### config.mk
export PLATFORM = sky130hd
export DESIGN_NAME = axi4_rd_arbiter
export DESIGN_NICKNAME = d
export VERILOG_FILES = /design/src/rtl/axi4_rd_arbiter.sv
export SDC_FILE = /design/constraint.sdc
export NUM_CORES = 1
export LEC_CHECK = 0
export BUFFER_PORTS_ARGS = -buffer_cell sky130_fd_sc_hd__buf_2
export CAP_MARGIN = 20
export CORE_MARGIN = 4
export CORE_UTILIZATION = 44
export CTS_CLUSTER_SIZE = 20
export DETAILED_ROUTE_END_ITERATION = 8
export GPL_TIMING_DRIVEN = 0
export HOLD_SLACK_MARGIN = 0.02
export PLACE_DENSITY = 0.82
export SYNTH_ARGS = -nofsm -noshare
export SYNTH_HDL_FRONTEND = slang
export SYNTH_SLANG_ARGS = --single-unit
### constraint.sdc
create_clock -name clk -period 5.4 [get_ports clk]
set_input_delay 1.62 -clock clk [delete_from_list [all_inputs] [get_ports clk]]
set_output_delay 1.62 -clock clk [all_outputs]
set_load 0.02 [all_outputs]
### src/rtl/axi4_rd_arbiter.sv
// Two-master to one-slave AXI4 read arbiter: round-robin grant, one transaction in flight,
// combinational R pass-through, SLVERR substitution when the slave stalls too long.
module axi4_rd_arbiter #(
    parameter int unsigned ADDR_W  = 32,
    parameter int unsigned DATA_W  = 32,
    parameter int unsigned ID_W    = 4,
    parameter int unsigned TIMEOUT = 1024
) (
    input  logic              clk,
    input  logic              rst_n,
    // master 0 (instruction port)
    input  logic              m0_arvalid,
    input  logic [ADDR_W-1:0] m0_araddr,
    output logic              m0_arready,
    output logic              m0_rvalid,
    output logic [DATA_W-1:0] m0_rdata,
    output logic [1:0]        m0_rresp,
    output logic              m0_rlast,
    output logic [ID_W-1:0]   m0_rid,
    input  logic              m0_rready,
    // master 1 (data port)
    input  logic              m1_arvalid,
    input  logic [ADDR_W-1:0] m1_araddr,
    output logic              m1_arready,
    output logic              m1_rvalid,
    output logic [DATA_W-1:0] m1_rdata,
    output logic [1:0]        m1_rresp,
    output logic              m1_rlast,
    output logic [ID_W-1:0]   m1_rid,
    input  logic              m1_rready,
    // shared slave
    output logic              s_arvalid,
    output logic [ADDR_W-1:0] s_araddr,
    output logic [ID_W-1:0]   s_arid,
    input  logic              s_arready,
    input  logic              s_rvalid,
    input  logic [DATA_W-1:0] s_rdata,
    input  logic [1:0]        s_rresp,
    input  logic              s_rlast,
    input  logic [ID_W-1:0]   s_rid,
    output logic              s_rready
);

    localparam int unsigned CNT_W = $clog2(TIMEOUT + 1);
    localparam logic [CNT_W-1:0] CNT_MAX = CNT_W'(TIMEOUT - 1);

    typedef enum logic [1:0] {StIdle, StAddr, StData, StErr} state_e;

    state_e            state_q, state_d;
    logic              grant_q, grant_d;
    logic              last_q, last_d;
    logic [ADDR_W-1:0] addr_q, addr_d;
    logic [CNT_W-1:0]  cnt_q, cnt_d;

    logic              any_req;
    logic              winner;
    logic              g_rready;
    logic [ID_W-1:0]   grant_id;

    assign any_req  = m0_arvalid | m1_arvalid;
    // Under contention the master that did not win last time gets the grant.
    assign winner   = (m0_arvalid && m1_arvalid) ? ~last_q : m1_arvalid;
    assign g_rready = grant_q ? m1_rready : m0_rready;
    assign grant_id = ID_W'(grant_q);

    always_ff @(posedge clk or negedge rst_n) begin
        if (!rst_n) begin
            state_q <= StIdle;
            grant_q <= 1'b0;
            last_q  <= 1'b1;
            addr_q  <= '0;
            cnt_q   <= '0;
        end else begin
            state_q <= state_d;
            grant_q <= grant_d;
            last_q  <= last_d;
            addr_q  <= addr_d;
            cnt_q   <= cnt_d;
        end
    end

    always_comb begin
        state_d    = state_q;
        grant_d    = grant_q;
        last_d     = last_q;
        addr_d     = addr_q;
        cnt_d      = cnt_q;

        m0_arready = 1'b0;
        m1_arready = 1'b0;
        m0_rvalid  = 1'b0;
        m0_rdata   = '0;
        m0_rresp   = 2'b00;
        m0_rlast   = 1'b0;
        m0_rid     = '0;
        m1_rvalid  = 1'b0;
        m1_rdata   = '0;
        m1_rresp   = 2'b00;
        m1_rlast   = 1'b0;
        m1_rid     = '0;
        s_arvalid  = 1'b0;
        s_araddr   = '0;
        s_arid     = '0;
        s_rready   = 1'b0;

        unique case (state_q)
            StIdle: begin
                // Stray beats from an abandoned transaction are drained here.
                s_rready = 1'b1;
                if (any_req) begin
                    if (winner) begin
                        m1_arready = 1'b1;
                        addr_d     = m1_araddr;
                    end else begin
                        m0_arready = 1'b1;
                        addr_d     = m0_araddr;
                    end
                    grant_d = winner;
                    last_d  = winner;
                    state_d = StAddr;
                end
            end

            StAddr: begin
                s_arvalid = 1'b1;
                s_araddr  = addr_q;
                s_arid    = grant_id;
                if (s_arready) begin
                    cnt_d   = '0;
                    state_d = StData;
                end
            end

            StData: begin
                s_rready = g_rready;
                if (grant_q) begin
                    m1_rvalid = s_rvalid;
                    m1_rdata  = s_rdata;
                    m1_rresp  = s_rresp;
                    m1_rlast  = s_rlast;
                    m1_rid    = s_rid;
                end else begin
                    m0_rvalid = s_rvalid;
                    m0_rdata  = s_rdata;
                    m0_rresp  = s_rresp;
                    m0_rlast  = s_rlast;
                    m0_rid    = s_rid;
                end
                // A handshake in the final allowed cycle takes priority over the timeout.
                if (s_rvalid && g_rready) begin
                    cnt_d = '0;
                    if (s_rlast) begin
                        state_d = StIdle;
                    end
                end else if (cnt_q == CNT_MAX) begin
                    state_d = StErr;
                end else begin
                    cnt_d = cnt_q + 1'b1;
                end
            end

            StErr: begin
                s_rready = 1'b1;
                if (grant_q) begin
                    m1_rvalid = 1'b1;
                    m1_rresp  = 2'b10;
                    m1_rlast  = 1'b1;
                    m1_rid    = grant_id;
                end else begin
                    m0_rvalid = 1'b1;
                    m0_rresp  = 2'b10;
                    m0_rlast  = 1'b1;
                    m0_rid    = grant_id;
                end
                if (g_rready) begin
                    state_d = StIdle;
                end
            end

            default: state_d = StIdle;
        endcase
    end

endmodule

# Yosys cells after proc, flatten, opt, wreduce, memory -nomap -nowiden
# Cells that the tools add are included.
# word_totals
reg_bits,47
input_bits,111
output_inout_bits,120
word_cells,75
# classes
add_sub_neg,1
n_eq_ne,10
n_mux,49
bitwise,2
n_reduce_logical,8
# ops
op,count
32-bit 2-to-1 mux,6
11-bit 2-to-1 mux,3
11-bit case mux with 2 select lines,1
2-bit 2-to-1 mux,10
1-bit 2-to-1 mux,17
4-bit 2-to-1 mux,3
11-bit by 1-bit adder with 11-bit output (second input constant),1
11-bit by 10-bit equality test with 1-bit output (second input constant),1
1-bit case mux with 2 select lines,5
3-bit inequality test (second input constant),3
2-bit case mux with 2 select lines,2
2-bit case mux with 4 select lines,1
4-bit case mux with 2 select lines,1
2-bit inequality test (second input constant),3
5-bit AND reduction,1
2-bit equality test (second input constant),2
3-bit AND reduction,1
2-bit by 1-bit equality test with 1-bit output (second input constant),1
1-bit logical AND,2
2-bit zero test,1
2-bit AND reduction,1
2-bit nonzero test,1
2-bit OR reduction,1
1-bit inverter,1
1-bit OR,1

# Longest topological paths before layout
# Gate-level depths: netlist of the first run.
# depth
ltp_word,5
mapped_depth,8
ltp_nobuf,6

# Least setup slack after synthesis of the first run
# No wires, ideal clock.
# synth_timing
kind,input to output
startpoint,input port m1_arvalid
endpoint,output port m0_arready
t_arrival_ns,2.423
t_required_ns,3.780
path_slack_ns,1.357
cell_stages,4
path_buffers,2
cell_sequence,a21boi_0 buf_2 nor2_2 buf_2
# synth_between
elab_chain_len,5
elab_cells_between_ends,6
cone_classes,4 x mux; 1 x bitwise; 1 x reduce/logical
# synth_rtl
element,line_no,text
from (decl),22,"input logic m1_arvalid,"
1-bit logical AND,62,assign winner = (m0_arvalid && m1_arvalid) ? ~last_q : m1_arvalid;
1-bit 2-to-1 mux,62,
1-bit 2-to-1 mux,111,if (winner) begin
1-bit 2-to-1 mux (*),110,if (any_req) begin
1-bit 2-to-1 mux (*),106,unique case (state_q)
to (decl),14,"output logic m0_arready,"
# Mark *: on every way between the ends. The rest lies on a longest branch, timed or not.

# Worst setup path after layout of the first run
# Same ends and word-level chain as after synthesis.

==> results_dict.tcl, run 1 <==
set metrics [dict create \
    route.detailed.drc 0 \
    fmax_ghz 0.220 \
    fin_hold_ws_ps 481 \
    ctsHoldBuffers 0 \
    power_leakage_nw 2.78 \
    wl_um 11500 \
    final.min_clock_period_ps 4540 \
    viasPerCell 5.21 \
    die_width_um 92.8 \
    worstHoldPathType "reg -> reg" \
    synth_fa_ha_area_frac 0.0198 \
    wl_per_cell_um 16.4 \
    cp_num_buf_inv 4 \
    numPortBuffers 227 \
    ctsLongestPathBuffers 2 \
    finalCritPeriodShare 0.840 \
    grt_use_total 0.257 \
    h-tree-depth 2 \
    first_global_vias 3571 \
    root_buffer "clkbuf_8" \
    worstPathRequired_ps 3780 \
    synth-edff-count 0 \
    drive_gt1_frac 0.432 \
    postCtsSetupRepairBufs 0 \
    cts_tree "built" \
    crit_path_frequent_cell "buf_2" \
    synth_warnings 0 \
    yosys.area.top_type_share 0.364 \
    synthFlopType "dfrtp_1" \
    cap_violations 0 \
    path_class "in -> out" \
    tightest_slew_ps 589 \
    dp_hpwl_um 9380 \
    syn_inst 359 \
    status "completed" \
    critical_path.max_stage_delay_ps 370 \
    cts_inserted_buffers 5 \
    hold_viol_final 0 \
    synth_cell_types 50 \
    powerDensity_nw_per_um2 465 \
    rsz0062_at_grt "no" \
    io_pins 231 \
    grt_max_degree 48 \
    dieArea_um2 8600 \
    final_util 0.666 \
    dr.pass1.iters 6 \
    gp_congestion 0.867 \
    tns_ps 0 \
    cts_resized 0 \
    synth_seq_cells 47 \
    syn-cell-area_um2 3160 \
    vdd_ir_drop_max_mv 0.283 \
    avgSynthCellArea_um2 8.80 \
    worst_setup_path_end_kind "primary output" \
    worst_skew_pair.late_latency_ps 300 \
    rrSetupSlack_ps 3360 \
    rows 30 \
    synth_top_family_by_area "simple AND/OR/NAND/NOR gates" \
    slew_headroom 0.605 \
    nets 712 \
    grt-ovfl-total 0 \
    core_area_um2 6870 \
    yosysSeqAreaShare 0.373 \
    critPathTopFamily "buffers and inverters" \
    finClkSkew_ps 8.43 \
    synth-xor-area-share 0.00277 \
    cp_slowest_cell "nor2_2" \
    synthArstFlopShare 1.00 \
    crit_fanout 10 \
    finalSetupViolations 0 \
    vias 3649 \
    synth_compound_area_frac 0.152 \
    crit_chain "buf_2 > a21boi_0 > buf_2 > nor2_2 > buf_2 > buf_2" \
    clkTransAtPathRegs_ps 80 \
    grt_pass1_wl_um 17500 \
    critPathArrivalTime_ps 2920 \
    synth.area.mux_share 0.0578 \
    maxSlewViolCount 0 \
    cp-start-kind "input port" \
    yosys.area.top_type "dfrtp_1" \
    synth_area_leaders "dfrtp_1 (36%), and2_1 (14%), and3_1 (7.1%)" \
    drt_iter0_markers 224 \
    fp.dieH_um 92.8 \
    initial_core_util 0.460 \
    cts.sinks 47 \
    areaGrowthSynthToFinish_pct 44.7 \
    antenna_found_initial 7 \
    yosys.area_share.simple 0.319 \
    drtAntennaViolNets 0 \
]
-- power breakdown --
| part | total, mW | leakage [nW] | switching [mW] | internal (mW) |
|---|---|---|---|---|
| Combinational | 1.29 | 2.13 | 0.824 | 0.468 |
| Clock | 0.258 | 0.0582 | 0.120 | 0.138 |
| Sequential | 0.576 | 0.594 | 0.0823 | 0.494 |
-- layout by cell type, fill, tap and decap left out, drive strengths merged, types with 5 or more instances in the layout --
cell type	count
nand2	21
clkbuf	26
diode	7
a222oi	18
o21ai	17
dfrtp	46
nand3	6
buf	239
nor2b	6
inv	24
mux2i	16
and2	71
ha	5
and3	36
a21oi	13
nor2	9
-- through the flow --
step | total power, mW | setup WS (ps) | std cells | cell area, um2
2_1_floorplan | 1.43 | 1360 | 361 | 3170
3_3_place_gp | 1.83 | 931 | 684 | 4420
3_5_place_dp | 1.87 | 906 | 684 | 4420
4_1_cts | 2.13 | 889 | 692 | 4540
5_1_grt | 2.28 | 786 | 700 | 4570
6_report | 2.13 | 864 | 700 | 4570
-- layer usage --
| metal | GRT usage | part of all wire | up-vias | wire [um] |
|---|---|---|---|---|
| li1 | - | - | 1733 | - |
| met1 | 0.270 | 0.36 | 1714 | 4150 |
| met2 | 0.470 | 0.52 | 181 | 5920 |
| met3 | 0.0626 | 0.095 | 21 | 1090 |
| met4 | 0.133 | 0.029 | 0 | 331 |
| met5 | 0 | 0 | - | 0 |
-- synthesized netlist by cell type (2+ instances only) --
master	instances
o211ai_1	2
dfrtp_1	46
nand2_1	20
nor2_1	8
o21ai_0	15
nor2b_1	6
a21o_1	2
clkbuf_1	21
buf_4	5
nand3_1	5
mux2i_1	16
nand2b_1	3
nor4_1	2
a222oi_1	18
mux2_2	2
and2_1	71
o21ai_1	2
inv_1	24
and3_1	36
buf_2	6
a21oi_1	13
or4_1	3
ha_1	5
o31ai_1	2
-- sequential cells by signal (all words and copies together) (netlist names) --
| signal | count |
|---|---|
| state_q | 2 |
| grant_q | 1 |
| cnt_q | 11 |
| addr_q | 32 |
| last_q | 1 |
-- kinds of logic (layout without fill, tap and decap cells) --
group	after synthesis	count (layout)
flops	47	47
buf+inv	56	292
fa+ha+maj	5	5
other cells	1	10
xor+xnor	1	1
simple gates	166	166
compound gates	65	65
mux	18	18
-- worst paths after layout --
path	depth (start not counted)	to	from
hold reg to reg	1	cnt_q[10]	cnt_q[10]
max in group asynchronous	2	last_q	rst_n
min in group asynchronous	1	addr_q[17]	rst_n
setup reg to reg	7	cnt_q[6]	state_q[1]
hold / removal	1	cnt_q[10]	cnt_q[10]
setup / recovery	6	m0_arready	m1_arvalid
-- cell type report --
class                   count  area [um2]
clock inverters             3        43.8
plain buffers              32         146
diodes                      7        17.5
clock buffers               5        68.8
multi-input cells         258        1750
inverters                  24        90.1
repair buffers            228        1160
fillers                   574        2290
flip-flops and latches     47        1180
well taps                  96         120
No activity file was read; power rests on OpenSTA's default activity.
==> run 2, diff against run 1 <==
--- a/config.mk
+++ b/config.mk
@@ -5,15 +5,16 @@
 export SDC_FILE = /design/constraint.sdc
 export NUM_CORES = 1
 export LEC_CHECK = 0
+export ABC_AREA = 1
 export BUFFER_PORTS_ARGS = -buffer_cell sky130_fd_sc_hd__buf_2
 export CAP_MARGIN = 20
 export CORE_MARGIN = 4
-export CORE_UTILIZATION = 44
+export CORE_UTILIZATION = 42
 export CTS_CLUSTER_SIZE = 20
 export DETAILED_ROUTE_END_ITERATION = 8
 export GPL_TIMING_DRIVEN = 0
 export HOLD_SLACK_MARGIN = 0.02
-export PLACE_DENSITY = 0.82
+export PLACE_DENSITY = 0.77
 export SYNTH_ARGS = -nofsm -noshare
 export SYNTH_HDL_FRONTEND = slang
 export SYNTH_SLANG_ARGS = --single-unit
==> constraint.sdc (replaced) <==
create_clock -name clk -period 4.49 [get_ports clk]
set_input_delay 1.347 -clock clk [delete_from_list [all_inputs] [get_ports clk]]
set_output_delay 1.347 -clock clk [all_outputs]
set_load 0.02 [all_outputs]
==> run 2 against run 1 <==
  * Via count rose by 13%
  * Sequential share of layout area shrank 0.98 points
  * First-iteration DRC count is 46% lower
  * Worst hold slack got worse by 15 ps
  * Flip-flop and latch count stayed put
  * Area after synthesis up 5.2%
  * Synthesized cell count is 48% higher
  * Largest power group unchanged
==> results_dict.tcl, run 2 <==
set metrics [dict create \
    status "completed" \
    yosys.area.top_type "dfrtp_1" \
    finalCritPeriodShare 0.857 \
    min_to "last_q" \
    final.min_clock_period_ps 3850 \
    syn_inst 533 \
    root_buffer "clkbuf_8" \
    powerDensity_nw_per_um2 561 \
    reg2reg_to "addr_q[13]" \
    layout.cells.most_common "buf_2" \
    finClkSkew_ps 5.36 \
    maxSlewViolCount 0 \
    drive_gt1_frac 0.355 \
    cp-start-kind "input port" \
    drtAntennaViolNets 0 \
    hold_start "last_q" \
    clkTransAtPathRegs_ps 80 \
    cap_violations 0 \
    vias 4111 \
    nets 886 \
    synth_area_leaders "dfrtp_1 (35%), nand2_1 (17%), nor2_1 (12%)" \
    initial_core_util 0.430 \
    route.detailed.drc 0 \
    synth_cell_types 30 \
    fmax_ghz 0.260 \
    dr.pass1.iters 5 \
    worstHoldPathType "reg -> reg" \
    top_regs "addr_q: 32 flops, cnt_q: 11 flops, state_q: 2 flops" \
    rows 32 \
    syn-cell-area_um2 3320 \
    grt_max_degree 48 \
    min_path_cells 2 \
    cts_inserted_buffers 5 \
    first_global_vias 3934 \
    cts_resized 0 \
    synth_warnings 0 \
    die_width_um 97.0 \
    post-synth-top-count-cell "nand2_1" \
    path_class "in -> out" \
    rrSetupSlack_ps 2710 \
    r2r_start "state_q[0]" \
    critPathArrivalTime_ps 2500 \
    synthFlopType "dfrtp_1" \
    dp_hpwl_um 9610 \
    power_leakage_nw 3.13 \
    h-tree-depth 2 \
    antenna_found_initial 3 \
    finalSetupViolations 0 \
    r2r_cells 7 \
    numPortBuffers 227 \
    gp_congestion 0.959 \
    viasPerCell 4.69 \
    synth-edff-count 0 \
    rsz0062_at_grt "no" \
    cts.sinks 47 \
    avgSynthCellArea_um2 6.24 \
    crit_fanout 10 \
    io_pins 231 \
    mostFrequentLayoutCells "buf_2 (231), nand2_1 (150), nor2_1 (104), inv_1 (91), dfrtp_1 (46)" \
    wl_per_cell_um 13.1 \
    postCtsSetupRepairBufs 0 \
    worst_skew_pair.late_latency_ps 300 \
    drt_iter0_markers 122 \
    synth_seq_cells 47 \
    synth_common_cells "nand2_1 (150), nor2_1 (104), inv_1 (91)" \
    wl_um 11500 \
    dieArea_um2 9400 \
    vdd_ir_drop_max_mv 0.303 \
    fin_total_pwr_mw 2.67 \
    ctsHoldBuffers 0 \
    fp.dieH_um 97.0 \
    areaGrowthSynthToFinish_pct 43.1 \
    crit_chain "buf_2 > nand2_1 > nand2_2 > inv_1 > nand2_1 > inv_2 > buf_4 > buf_2" \
    critical_path.max_stage_delay_ps 200 \
    core_area_um2 7730 \
    grt_use_total 0.239 \
    synthArstFlopShare 1.00 \
    tns_ps 0 \
    ctsLongestPathBuffers 2 \
    largest_register_ffs 32 \
    yosysSeqAreaShare 0.354 \
    worstPathRequired_ps 3140 \
    grt-ovfl-total 0 \
    top_register "addr_q" \
    worst_setup_path_end_kind "primary output" \
    cts_tree "built" \
    hold_viol_final 0 \
    yosys.area.top_type_share 0.346 \
    cp_slowest_cell "buf_4" \
    grt_pass1_wl_um 18500 \
]
## run 2: cell count changes in the layout (fill, tap and decap cells not counted), sizes merged, moves of 16 or more
cell,previous run,this run
mux2i,16,0
and2,71,0
and3,36,1
a222oi,18,0
nand3,6,39
inv,24,97
nor2,9,112
nand2,21,157
o21ai,17,42
## run 2: cells by family after synthesis
kind of cell,share of synthesized area
other,0.00113
xor gates and xnor gates,0.00264
buffers and inverters,0.149
adders and majority gates,0.0188
DFF,0.354
and+or+nand+nor,0.401
AOI/OAI and AO/OA,0.0734
## run 2: how the worst max path moves through the flow
stage / from / depth (start not counted) / to / slack, ps
after detailed placement: m0_arvalid / 8 / m1_arready / 630
after floorplan: m0_arvalid / 6 / m1_arready / 1150
final: m0_arvalid / 8 / m1_arready / 640
after global routing: m0_arvalid / 8 / m1_arready / 560
after CTS: m0_arvalid / 8 / m1_arready / 630
after global placement: m0_arvalid / 8 / m1_arready / 670
## run 2: per-layer routing
layer / up-vias / routed length [um] / share of wire / GRT usage
li1: 2058 / - / - / -
met1: 1865 / 4460 / 0.39 / 0.276
met2: 174 / 5960 / 0.52 / 0.445
met3: 14 / 867 / 0.075 / 0.0476
met4: 0 / 223 / 0.019 / 0.0648
met5: - / 0 / 0 / 0
## run 2: power breakdown
| group | total (mW) | switching (mW) | internal (mW) | leakage (nW) |
|---|---|---|---|---|
| combinational | 1.59 | 1.08 | 0.510 | 2.47 |
| sequential | 0.708 | 0.108 | 0.600 | 0.589 |
| clock | 0.368 | 0.145 | 0.223 | 0.0654 |
| total | 2.67 | 1.34 | 1.33 | 3.13 |
## run 2: cell type report
class,count,area (um2)
Inverter,97,369
Clock inverter,2,60.1
Multi-Input combinational cell,367,1660
Fill cell,776,2970
Clock buffer,6,72.6
Timing Repair Buffer,228,1160
Buffer,24,125
Antenna cell,3,7.51
Tap cell,102,128
Sequential cell,47,1180
## run 2: metrics by stage
stage	utilization	instance area [um2]	worst slack, ps	hold slack (ps)	instances
global route	0.615	4760	560	512	876
floorplan	-	3330	1150	443	535
CTS	0.612	4730	627	467	872
finish	0.615	4760	642	466	876
global placement	0.595	4600	669	454	864
detailed placement	0.595	4600	631	455	864
## run 2: worst max-delay path: cells and delay by family
kind          cells  cell delay [ps]
buf+inv           5              840
simple gates      3              300
==> run 3, diff against run 2 <==
--- a/config.mk
+++ b/config.mk
@@ -8,6 +8,7 @@
 export ABC_AREA = 1
 export BUFFER_PORTS_ARGS = -buffer_cell sky130_fd_sc_hd__buf_2
 export CAP_MARGIN = 20
+export CORE_ASPECT_RATIO = 1.1
 export CORE_MARGIN = 4
 export CORE_UTILIZATION = 42
 export CTS_CLUSTER_SIZE = 20
==> run 3 against run 2 <==
  * Core utilization grew 0.61 points
  * Design area shrank 0.71%
  * Clock power shrank 17%
  * Final cell count shrank 0.11%
  * Die area is essentially flat
  * Worst hold slack gained 2.8 ps
  * Largest cell class unchanged
  * Non-clock buffer count is the same
  * Highest routed layer is now met5
==> results_dict.tcl, run 3 (synthesis gave the netlist of run 2 again) <==
set metrics [dict create \
    worst_setup_path_end_kind "primary output" \
    top_register "addr_q" \
    path_class "in -> out" \
    grt-ovfl-total 0 \
    gp_congestion 0.927 \
    ctsLongestPathBuffers 2 \
    finClkSkew_ps 4.27 \
    critPathArrivalTime_ps 2500 \
    rsz0062_at_grt "no" \
    drtAntennaViolNets 0 \
    cts_resized 0 \
    top_regs "addr_q: 32 flops, cnt_q: 11 flops, state_q: 2 flops" \
    h-tree-depth 2 \
    finalSetupViolations 0 \
    worstPathRequired_ps 3140 \
    worst_skew_pair.late_latency_ps 300 \
    drive_gt1_frac 0.355 \
    hold_viol_final 0 \
    largest_register_ffs 32 \
    first_global_vias 3945 \
    grtUsageMet3 0.0765 \
    dr.pass1.iters 5 \
    cap_violations 0 \
    initial_core_util 0.438 \
    antenna_found_initial 1 \
    route.detailed.drc 0 \
    grt_pass1_wl_um 18600 \
    fmax_ghz 0.260 \
    postCtsSetupRepairBufs 0 \
    placed_cells 867 \
    viasPerCell 4.71 \
    busiest_layer "met2" \
    mostFrequentLayoutCells "buf_2 (231), nand2_1 (150), nor2_1 (104), inv_1 (91), dfrtp_1 (46)" \
    power_leakage_nw 3.11 \
    wl_per_cell_um 13.6 \
    finalCritPeriodShare 0.858 \
    dieArea_um2 9400 \
    vdd_ir_drop_max_mv 0.345 \
    drt_iter0_markers 159 \
    final_util 0.622 \
    tns_ps 0 \
    cp_slowest_cell "buf_4" \
    status "completed" \
    dp_hpwl_um 10000 \
    final.min_clock_period_ps 3850 \
    met1_usage 0.284 \
    diodes 0 \
    grt_max_degree 48 \
    die_width_um 92.8 \
    crit_chain "buf_2 > nand2_1 > nand2_2 > inv_1 > nand2_1 > inv_2 > buf_4 > buf_2" \
    vias 4119 \
    worstHoldPathType "reg -> reg" \
    cp-start-kind "input port" \
    io_pins 231 \
    cts_tree "built" \
    powerDensity_nw_per_um2 554 \
    numPortBuffers 227 \
    finalNonFillerCells 875 \
    ctsHoldBuffers 0 \
    use_met2 0.445 \
    nets 886 \
    root_buffer "clkbuf_8" \
    crit_fanout 10 \
    cts_inserted_buffers 5 \
    clkTransAtPathRegs_ps 80 \
    layout.cells.most_common "buf_2" \
    critical_path.max_stage_delay_ps 200 \
    rows 33 \
    maxSlewViolCount 0 \
    areaGrowthSynthToFinish_pct 42.0 \
    grt_use_total 0.247 \
    fp.dieH_um 101 \
    wl_um 11900 \
    cts.sinks 47 \
    core_area_um2 7600 \
]
-- run 3: cell count changes in the layout (fill, tap and decap cells not counted), sizes merged --
cell | previous run | this run
bufinv | 2 | 1
diode | 3 | 0
-- run 3: path summary, 6_finish.rpt --
path,from,endpoint,slack (ps),cells after the start
max,m0_arvalid,m1_arready,640,8
min,last_q,last_q,470,2
max reg2reg,state_q[0],addr_q[18],2660,7
min reg2reg,last_q,last_q,470,2
max in group asynchronous,rst_n,last_q,3040,2
min in group asynchronous,rst_n,cnt_q[3],910,1
-- run 3: layer usage --
| metal | wire (um) | part of all wire |
|---|---|---|
| met5 | 12 | 0.0010 |
| met4 | 199 | 0.017 |
| met3 | 1320 | 0.11 |
| met2 | 5880 | 0.49 |
| met1 | 4510 | 0.38 |
-- run 3: area by class of cell --
class	instances	area (um2)
Fill cell	790	2880
Multi-Input combinational cell	367	1660
Sequential cell	47	1180
Timing Repair Buffer	228	1160
Inverter	97	369
Tap cell	105	131
Buffer	24	125
Clock buffer	6	72.6
Clock inverter	1	30.0
-- run 3: worst max-delay path, delay by kind of cell --
family	cells	cell delay, ps
and+or+nand+nor	3	300
buffers and inverters	5	850
-- run 3: where the power goes --
part / internal [mW] / switching, mW / total [mW]
sequential: 0.600 / 0.107 / 0.707
clock: 0.163 / 0.142 / 0.305
combinational: 0.510 / 1.09 / 1.60
-- run 3: per-stage QoR --
stage / power [mW] / hold WS, ps / cell area, um2 / worst slack [ps]
after floorplan: 1.80 / 443 / 3330 / 1150
after global placement: 2.28 / 454 / 4600 / 663
after detailed placement: 2.32 / 464 / 4600 / 651
after CTS: 2.63 / 475 / 4700 / 636
after global routing: 2.84 / 497 / 4720 / 547
final: 2.62 / 469 / 4720 / 639
